[src/rtl/dp_seq_pkg.sv]
`default_nettype none
// ============================================================================
//  Module      : dp_seq_pkg
//  Description : Shared definitions for the datapath sequencer. Holds the
//                instruction word width, instruction-kind encodings, field
//                bit positions, the sequencer state type and a small decode
//                helper.
//  Revision    : 1.0 - initial release
// ============================================================================
package dp_seq_pkg;

    localparam int INSTR_W = 22;

    // Instruction kinds, carried in the top two bits of the word
    localparam logic [1:0] KIND_NOP  = 2'b00;
    localparam logic [1:0] KIND_LOAD = 2'b01;
    localparam logic [1:0] KIND_ALU  = 2'b10;
    localparam logic [1:0] KIND_HALT = 2'b11;

    // Field bit positions
    localparam int KIND_MSB = 21;
    localparam int KIND_LSB = 20;
    localparam int DST_MSB  = 19;
    localparam int DST_LSB  = 16;
    localparam int A_MSB    = 15;
    localparam int A_LSB    = 12;
    localparam int B_MSB    = 11;
    localparam int B_LSB    = 8;
    localparam int OP_MSB   = 7;
    localparam int OP_LSB   = 4;
    localparam int IMM_MSB  = 7;
    localparam int IMM_LSB  = 0;

    typedef enum logic [1:0] {
        ST_IDLE   = 2'd0,
        ST_SETUP  = 2'd1,
        ST_WRITE  = 2'd2,
        ST_HALTED = 2'd3
    } dp_seq_state_t;

    // True for the kinds that perform a register-file write
    function automatic logic is_write_kind(input logic [1:0] kind);
        return (kind == KIND_LOAD) || (kind == KIND_ALU);
    endfunction

endpackage
`default_nettype wire

[src/rtl/dp_seq_fifo.sv]
`default_nettype none
// ============================================================================
//  Module      : dp_seq_fifo
//  Description : Synchronous instruction FIFO. Push is ignored while full,
//                pop is ignored while empty. Pointers wrap modulo DEPTH,
//                which must be a power of two (>= 2).
//  Ports       : clk, rst       - clock, synchronous active-high reset
//                i_push, i_data - write request and data
//                i_pop          - consume the head entry
//                o_full/o_empty - occupancy flags (from the count register)
//                o_head         - entry at the read pointer
//  Revision    : 1.0 - initial release
// ============================================================================
module dp_seq_fifo #(
    parameter int DEPTH = 4,
    parameter int WIDTH = 22
) (
    input  logic             clk,
    input  logic             rst,
    input  logic             i_push,
    input  logic [WIDTH-1:0] i_data,
    input  logic             i_pop,
    output logic             o_full,
    output logic             o_empty,
    output logic [WIDTH-1:0] o_head
);

    localparam int AW = (DEPTH > 1) ? $clog2(DEPTH) : 1;
    localparam logic [AW:0]   c_FULL_CNT = (AW+1)'(DEPTH);
    localparam logic [AW:0]   c_CNT_ONE  = (AW+1)'(1);
    localparam logic [AW-1:0] c_PTR_ONE  = AW'(1);

    logic [WIDTH-1:0] r_mem [DEPTH];
    logic [AW-1:0]    r_wr_ptr;
    logic [AW-1:0]    r_rd_ptr;
    logic [AW:0]      r_count;
    logic             w_push;
    logic             w_pop;

    assign o_full  = (r_count == c_FULL_CNT);
    assign o_empty = (r_count == '0);
    assign w_push  = i_push && !o_full;
    assign w_pop   = i_pop && !o_empty;
    assign o_head  = r_mem[r_rd_ptr];

    always_ff @(posedge clk) begin
        if (rst) begin
            r_wr_ptr <= '0;
            r_rd_ptr <= '0;
            r_count  <= '0;
        end else begin
            if (w_push) r_wr_ptr <= r_wr_ptr + c_PTR_ONE;
            if (w_pop)  r_rd_ptr <= r_rd_ptr + c_PTR_ONE;
            case ({w_push, w_pop})
                2'b10:   r_count <= r_count + c_CNT_ONE;
                2'b01:   r_count <= r_count - c_CNT_ONE;
                default: r_count <= r_count;
            endcase
        end
    end

    // Storage needs no reset: entries are only read once the count covers them
    always_ff @(posedge clk) begin
        if (w_push) r_mem[r_wr_ptr] <= i_data;
    end

endmodule
`default_nettype wire

[src/rtl/datapath_sequencer.sv]
`default_nettype none
// ============================================================================
//  Module      : datapath_sequencer
//  Description : Sequences the 8-bit register-file/ALU datapath. Instructions
//                enter a FIFO over valid/ready, are decoded at the head and
//                issued in two phases: SETUP drives the selects with the
//                write enable low, WRITE raises the write enable with the
//                selects unchanged. HALT parks the sequencer until resume.
//  Ports       : clk, rst                 - clock, synchronous active-high reset
//                in_valid/in_ready/in_instr - instruction handshake
//                resume                   - leave the HALTED state
//                write_enable, mux_sel, input_data, dst_sel, a_sel, b_sel,
//                op_sel                   - datapath control lines
//                busy, halted, retire     - status
//  Config      : DP_SEQ_BACK2BACK_EN - when defined, WRITE may issue the next
//                LOAD/ALU directly into SETUP (one write per 2 cycles).
//  Revision    : 1.0 - initial release
// ============================================================================
module datapath_sequencer
    import dp_seq_pkg::*;
#(
    parameter int FIFO_DEPTH = 4
) (
    input  logic               clk,
    input  logic               rst,
    input  logic               in_valid,
    output logic               in_ready,
    input  logic [INSTR_W-1:0] in_instr,
    input  logic               resume,
    output logic               write_enable,
    output logic               mux_sel,
    output logic [7:0]         input_data,
    output logic [3:0]         dst_sel,
    output logic [3:0]         a_sel,
    output logic [3:0]         b_sel,
    output logic [3:0]         op_sel,
    output logic               busy,
    output logic               halted,
    output logic               retire
);

    localparam logic [1:0] c_IDLE   = ST_IDLE;
    localparam logic [1:0] c_SETUP  = ST_SETUP;
    localparam logic [1:0] c_WRITE  = ST_WRITE;
    localparam logic [1:0] c_HALTED = ST_HALTED;

    logic [1:0]         r_state;
    logic [1:0]         w_state_nxt;
    logic               w_full;
    logic               w_empty;
    logic [INSTR_W-1:0] w_head;
    logic [1:0]         w_head_kind;
    logic               w_head_exec;
    logic               w_push;
    logic               w_pop;
    logic               w_latch;
    logic               w_retire_nxt;

    logic               r_we;
    logic               r_mux_sel;
    logic [7:0]         r_input_data;
    logic [3:0]         r_dst_sel;
    logic [3:0]         r_a_sel;
    logic [3:0]         r_b_sel;
    logic [3:0]         r_op_sel;
    logic               r_retire;

    assign in_ready = !w_full;
    assign w_push   = in_valid && in_ready;

    dp_seq_fifo #(
        .DEPTH (FIFO_DEPTH),
        .WIDTH (INSTR_W)
    ) u_fifo (
        .clk     (clk),
        .rst     (rst),
        .i_push  (w_push),
        .i_data  (in_instr),
        .i_pop   (w_pop),
        .o_full  (w_full),
        .o_empty (w_empty),
        .o_head  (w_head)
    );

    assign w_head_kind = w_head[KIND_MSB:KIND_LSB];
    assign w_head_exec = !w_empty && is_write_kind(w_head_kind);

    // Next state, pop and latch decisions
    always_comb begin
        w_state_nxt  = r_state;
        w_pop        = 1'b0;
        w_latch      = 1'b0;
        w_retire_nxt = 1'b0;
        case (r_state)
            c_IDLE: begin
                if (!w_empty) begin
                    w_pop = 1'b1;
                    if (w_head_exec) begin
                        w_latch     = 1'b1;
                        w_state_nxt = c_SETUP;
                    end else if (w_head_kind == KIND_HALT) begin
                        w_retire_nxt = 1'b1;
                        w_state_nxt  = c_HALTED;
                    end else begin
                        // NOP retires without leaving IDLE
                        w_retire_nxt = 1'b1;
                    end
                end
            end
            c_SETUP: begin
                // Retire is registered so it lands in the WRITE cycle
                w_retire_nxt = 1'b1;
                w_state_nxt  = c_WRITE;
            end
            c_WRITE: begin
`ifdef DP_SEQ_BACK2BACK_EN
                if (w_head_exec) begin
                    w_pop       = 1'b1;
                    w_latch     = 1'b1;
                    w_state_nxt = c_SETUP;
                end else begin
                    w_state_nxt = c_IDLE;
                end
`else
                w_state_nxt = c_IDLE;
`endif
            end
            c_HALTED: begin
                if (resume) w_state_nxt = c_IDLE;
            end
            default: w_state_nxt = c_IDLE;
        endcase
    end

    always_ff @(posedge clk) begin
        if (rst) begin
            r_state      <= c_IDLE;
            r_we         <= 1'b0;
            r_retire     <= 1'b0;
            r_mux_sel    <= 1'b0;
            r_input_data <= '0;
            r_dst_sel    <= '0;
            r_a_sel      <= '0;
            r_b_sel      <= '0;
            r_op_sel     <= '0;
        end else begin
            r_state  <= w_state_nxt;
            r_we     <= (w_state_nxt == c_WRITE);
            r_retire <= w_retire_nxt;
            // Selects move only when an instruction enters SETUP; fields not
            // used by the instruction keep their previous values.
            if (w_latch) begin
                r_dst_sel <= w_head[DST_MSB:DST_LSB];
                if (w_head_kind == KIND_LOAD) begin
                    r_mux_sel    <= 1'b1;
                    r_input_data <= w_head[IMM_MSB:IMM_LSB];
                end else begin
                    r_mux_sel <= 1'b0;
                    r_a_sel   <= w_head[A_MSB:A_LSB];
                    r_b_sel   <= w_head[B_MSB:B_LSB];
                    r_op_sel  <= w_head[OP_MSB:OP_LSB];
                end
            end
        end
    end

    assign write_enable = r_we;
    assign mux_sel      = r_mux_sel;
    assign input_data   = r_input_data;
    assign dst_sel      = r_dst_sel;
    assign a_sel        = r_a_sel;
    assign b_sel        = r_b_sel;
    assign op_sel       = r_op_sel;
    assign retire       = r_retire;
    // Status flags decode only registered state (FSM and FIFO count)
    assign busy         = (r_state != c_IDLE) || !w_empty;
    assign halted       = (r_state == c_HALTED);

endmodule
`default_nettype wire

[config.mk]
export PLATFORM = sky130hd
export DESIGN_NAME = datapath_sequencer
export DESIGN_NICKNAME = d
export VERILOG_FILES = /design/src/rtl/dp_seq_pkg.sv /design/src/rtl/dp_seq_fifo.sv /design/src/rtl/datapath_sequencer.sv
export SDC_FILE = /design/constraint.sdc
export NUM_CORES = 1
export LEC_CHECK = 0
export CAP_MARGIN = 5
export CORE_ASPECT_RATIO = 0.75
export CORE_MARGIN = 1.5
export CORE_UTILIZATION = 60
export CTS_CLUSTER_SIZE = 30
export DETAILED_ROUTE_END_ITERATION = 8
export PLACE_DENSITY = 0.85
export SLEW_MARGIN = 30
export SYNTH_ARGS = -nofsm -noshare
export SYNTH_HDL_FRONTEND = slang
export SYNTH_SLANG_ARGS = --single-unit
[constraint.sdc]
create_clock -name clk -period 7.5 [get_ports clk]
set_clock_uncertainty 0.2 [all_clocks]
set_input_delay 1.5 -clock clk [delete_from_list [all_inputs] [get_ports clk]]
set_output_delay 1.5 -clock clk [all_outputs]
set_load 0.01 [all_outputs]
==> metrics <==
DIE WIDTH=107.1 microns; syn avg cell area=15.77 sq um; HPWL after DPL=5792 microns; post-route ant nets=0; routed wl met3=588 microns; Post-CTS Resized=0; Post-Layout Cell Count=486; DR iter-0 viols=256; Initial Utilization=61.83%; Max IR drop VDD=223.3 uV; total CTS buffers=17; Post-Place Cells=454; Setup crit end kind=primary output; RePlAce Congestion=0.7130; HP Class=flip-flop to flip-flop; final hold vios=0; Synthesis Warnings=0; final instance area=0.006095 sq mm; final worst path period share=52.27%; hold_buf cts=0; Post-Route Utilization=77.32%; Worst Path Max Fanout=18; Clock Sinks=126; Clock Latency Late Sink=0.52 ns; wl on met1=4231 microns; Max Slew Vio Count=0; total gr overflow=0; TritonRoute pass-1 iters=5; Worst Tran Pin Value=0.6566 ns; Port Buffers=55; IO Pins=56; post-synthesis sequential area ratio=69.83%; Hold Crit Depth=2; Post-Syn Nets=343; Synth async-reset ratio=0%; CTS tree=built; CP Launch Type=flip-flop; worst slack, placed=3.817 ns; Worst Path Arrival=2.22 ns; largest net degree at the start of global routing=39; Synth Cell Area=0.004873 sq mm; Fillers=470; worst-case clock buffer depth=2; reg2reg path depth=7; WL met2=5417 microns; die area=0.008678 sq mm; Leak=2.015 nW; Setup CP Type=flip-flop to primary output; chip height=81.05 microns; Yosys cell types=39; final WL=10530 microns; P&R area growth vs syn=25.06%; root cell of the clock tree=clkbuf_8; DR WL/cell=21.66 microns; Main synth FF type=edfxtp_1; first-pass GRT wire length=16250 microns; post-CTS setup buffer count=0; number of remaining DRC errors=0; Top Metal Used=met4; CTS clock-pin slew for the worst setup and hold paths=0.06 ns; power density over the cells=397.1 mW/mm^2; vias in the first global route=3028; register bit total from synthesis=126; CP required=5.80 ns; final worst setup slack=3.580 ns; layout cells sized above 1=17.32%; Global Route Usage Sum=26.55%; initial antenna violation count=0; run status=finished clean; NumNets Final=402; fmax=255.1 MHz; number of diodes=0; area post-placement=0.005487 sq mm; Min Clock Period, post-route=3.920 ns; relative slew slack=55.89%; H-Tree Depth=4; setup violators final=0; post-synthesis instance total=309; number of max-cap violations=0; EDFF count, synth=88; num rows=28; sum of negative setup slack=0 ns; RSZ-0062 raised after global routing=no; via count=3006; vias per std cell=6.185; core area=0.007883 sq mm
==> cell families (layout without fill, tap and decap cells) <==
group / after synthesis / in the layout / synth area share [%]
flip-flops: 126 / 126 / 69.83
buffers and inverters: 28 / 100 / 3.055
AO/OA/AOI/OAI: 66 / 66 / 7.317
multiplexers: 22 / 22 / 10.17
adder cells (fa/ha/maj): 8 / 8 / 2.208
AND/OR/NAND/NOR: 57 / 57 / 7.060
XOR/XNOR: 2 / 2 / 0.3595
==> synth_stat cells, types with 2 or more instances <==
library cell  count  area [sq um]
edfxtp_1         88          2643
dfxtp_1          38         760.7
a21oi_1          32         160.2
nand3_1          27         135.1
mux4_2           22         495.5
o21ai_1          17         85.08
buf_2            10         50.05
o21ai_0           8         40.04
ha_1              7         87.58
inv_1             7         26.28
nor2_1            6         22.52
and3_1            4         25.02
buf_6             4         45.04
buf_1             3         11.26
clkbuf_1          3         11.26
nand2_1           3         11.26
nor3_1            3         15.01
or3_1             3         18.77
a21o_1            2         15.01
nand2b_1          2         12.51
xor2_1            2         17.52
==> registers in the layout, summed over array words and instances, names as in the netlist, named ones only <==
signal,flops
a_sel,4
b_sel,4
dst_sel,4
input_data,8
mux_sel,1
op_sel,4
r_state,2
retire,1
u_fifo.r_count,3
u_fifo.r_mem,88
u_fifo.r_rd_ptr,2
u_fifo.r_wr_ptr,2
write_enable,1
==> cells in the final DEF, fill, tap and decap left out, types with 2 or more instances in the layout <==
cell             count
clkinv_1             3
nor3_1               3
edfxtp_1            88
a21oi_1             32
nand2_1              3
dfxtp_1             37
nor2_1               6
xor2_1               2
buf_4                5
ha_1                 7
and3_2               2
clkbuf_16           16
a21o_1               2
inv_6                2
clkinvlp_4           2
and3_1               2
inv_1                7
o21ai_0              8
mux4_2              22
nand2b_1             2
clkinv_4             3
or3_1                2
bufinv_16            4
o21ai_1             17
nand3_1             27
clkdlybuf4s50_1     55
==> final timing paths <==
| check | from | to | slack, ns |
|---|---|---|---|
| worst min register to register | b_sel[0] | b_sel[0] | 0.28 |
| worst max-delay path | u_fifo.r_count[2] | busy | 3.58 |
| worst min-delay path | b_sel[0] | b_sel[0] | 0.28 |
| worst max register to register | flip-flop | a_sel[1] | 4.24 |
==> metrics by stage <==
step,hold WS (ns),total power [mW]
after floorplan,0.2868,1.348
after global placement,0.2564,1.538
after detailed placement,0.2760,1.569
after CTS,0.2837,2.424
after global routing,0.3236,2.517
final,0.2812,2.420
==> worst max-delay path, stage by stage (launching register included) <==
cell,delay [ns]
dfxtp_1,0.35
nor3_4,0.50
buf_6,0.27
nand2_1,0.08
clkdlybuf4s50_1,0.49
==> where the power goes <==
part / total [mW] / internal [mW] / switching, mW
sequential: 0.922 / 0.844 / 0.0779
clock: 0.840 / 0.539 / 0.301
combinational: 0.658 / 0.286 / 0.372
==> metal layers <==
metal / up-vias / global-route usage (%)
li1: 1324 / -
met5: - / 0
met4: 0 / 13.20
met1: 1519 / 33.41
met3: 30 / 7.303
met2: 133 / 43.25
==> final cells by class <==
type | instances | area, sq um | area share, %
clock buffer | 18 | 417.9 | 6.857
tap | 105 | 131.4 | 2.156
timing repair buffer | 61 | 599.3 | 9.834
multi-input combinational | 155 | 1325 | 21.74
clock inverter | 14 | 190.2 | 3.121
sequential | 126 | 3405 | 55.86
inverter | 7 | 26.28 | 0.4311
(Power assumes the default switching activity.)
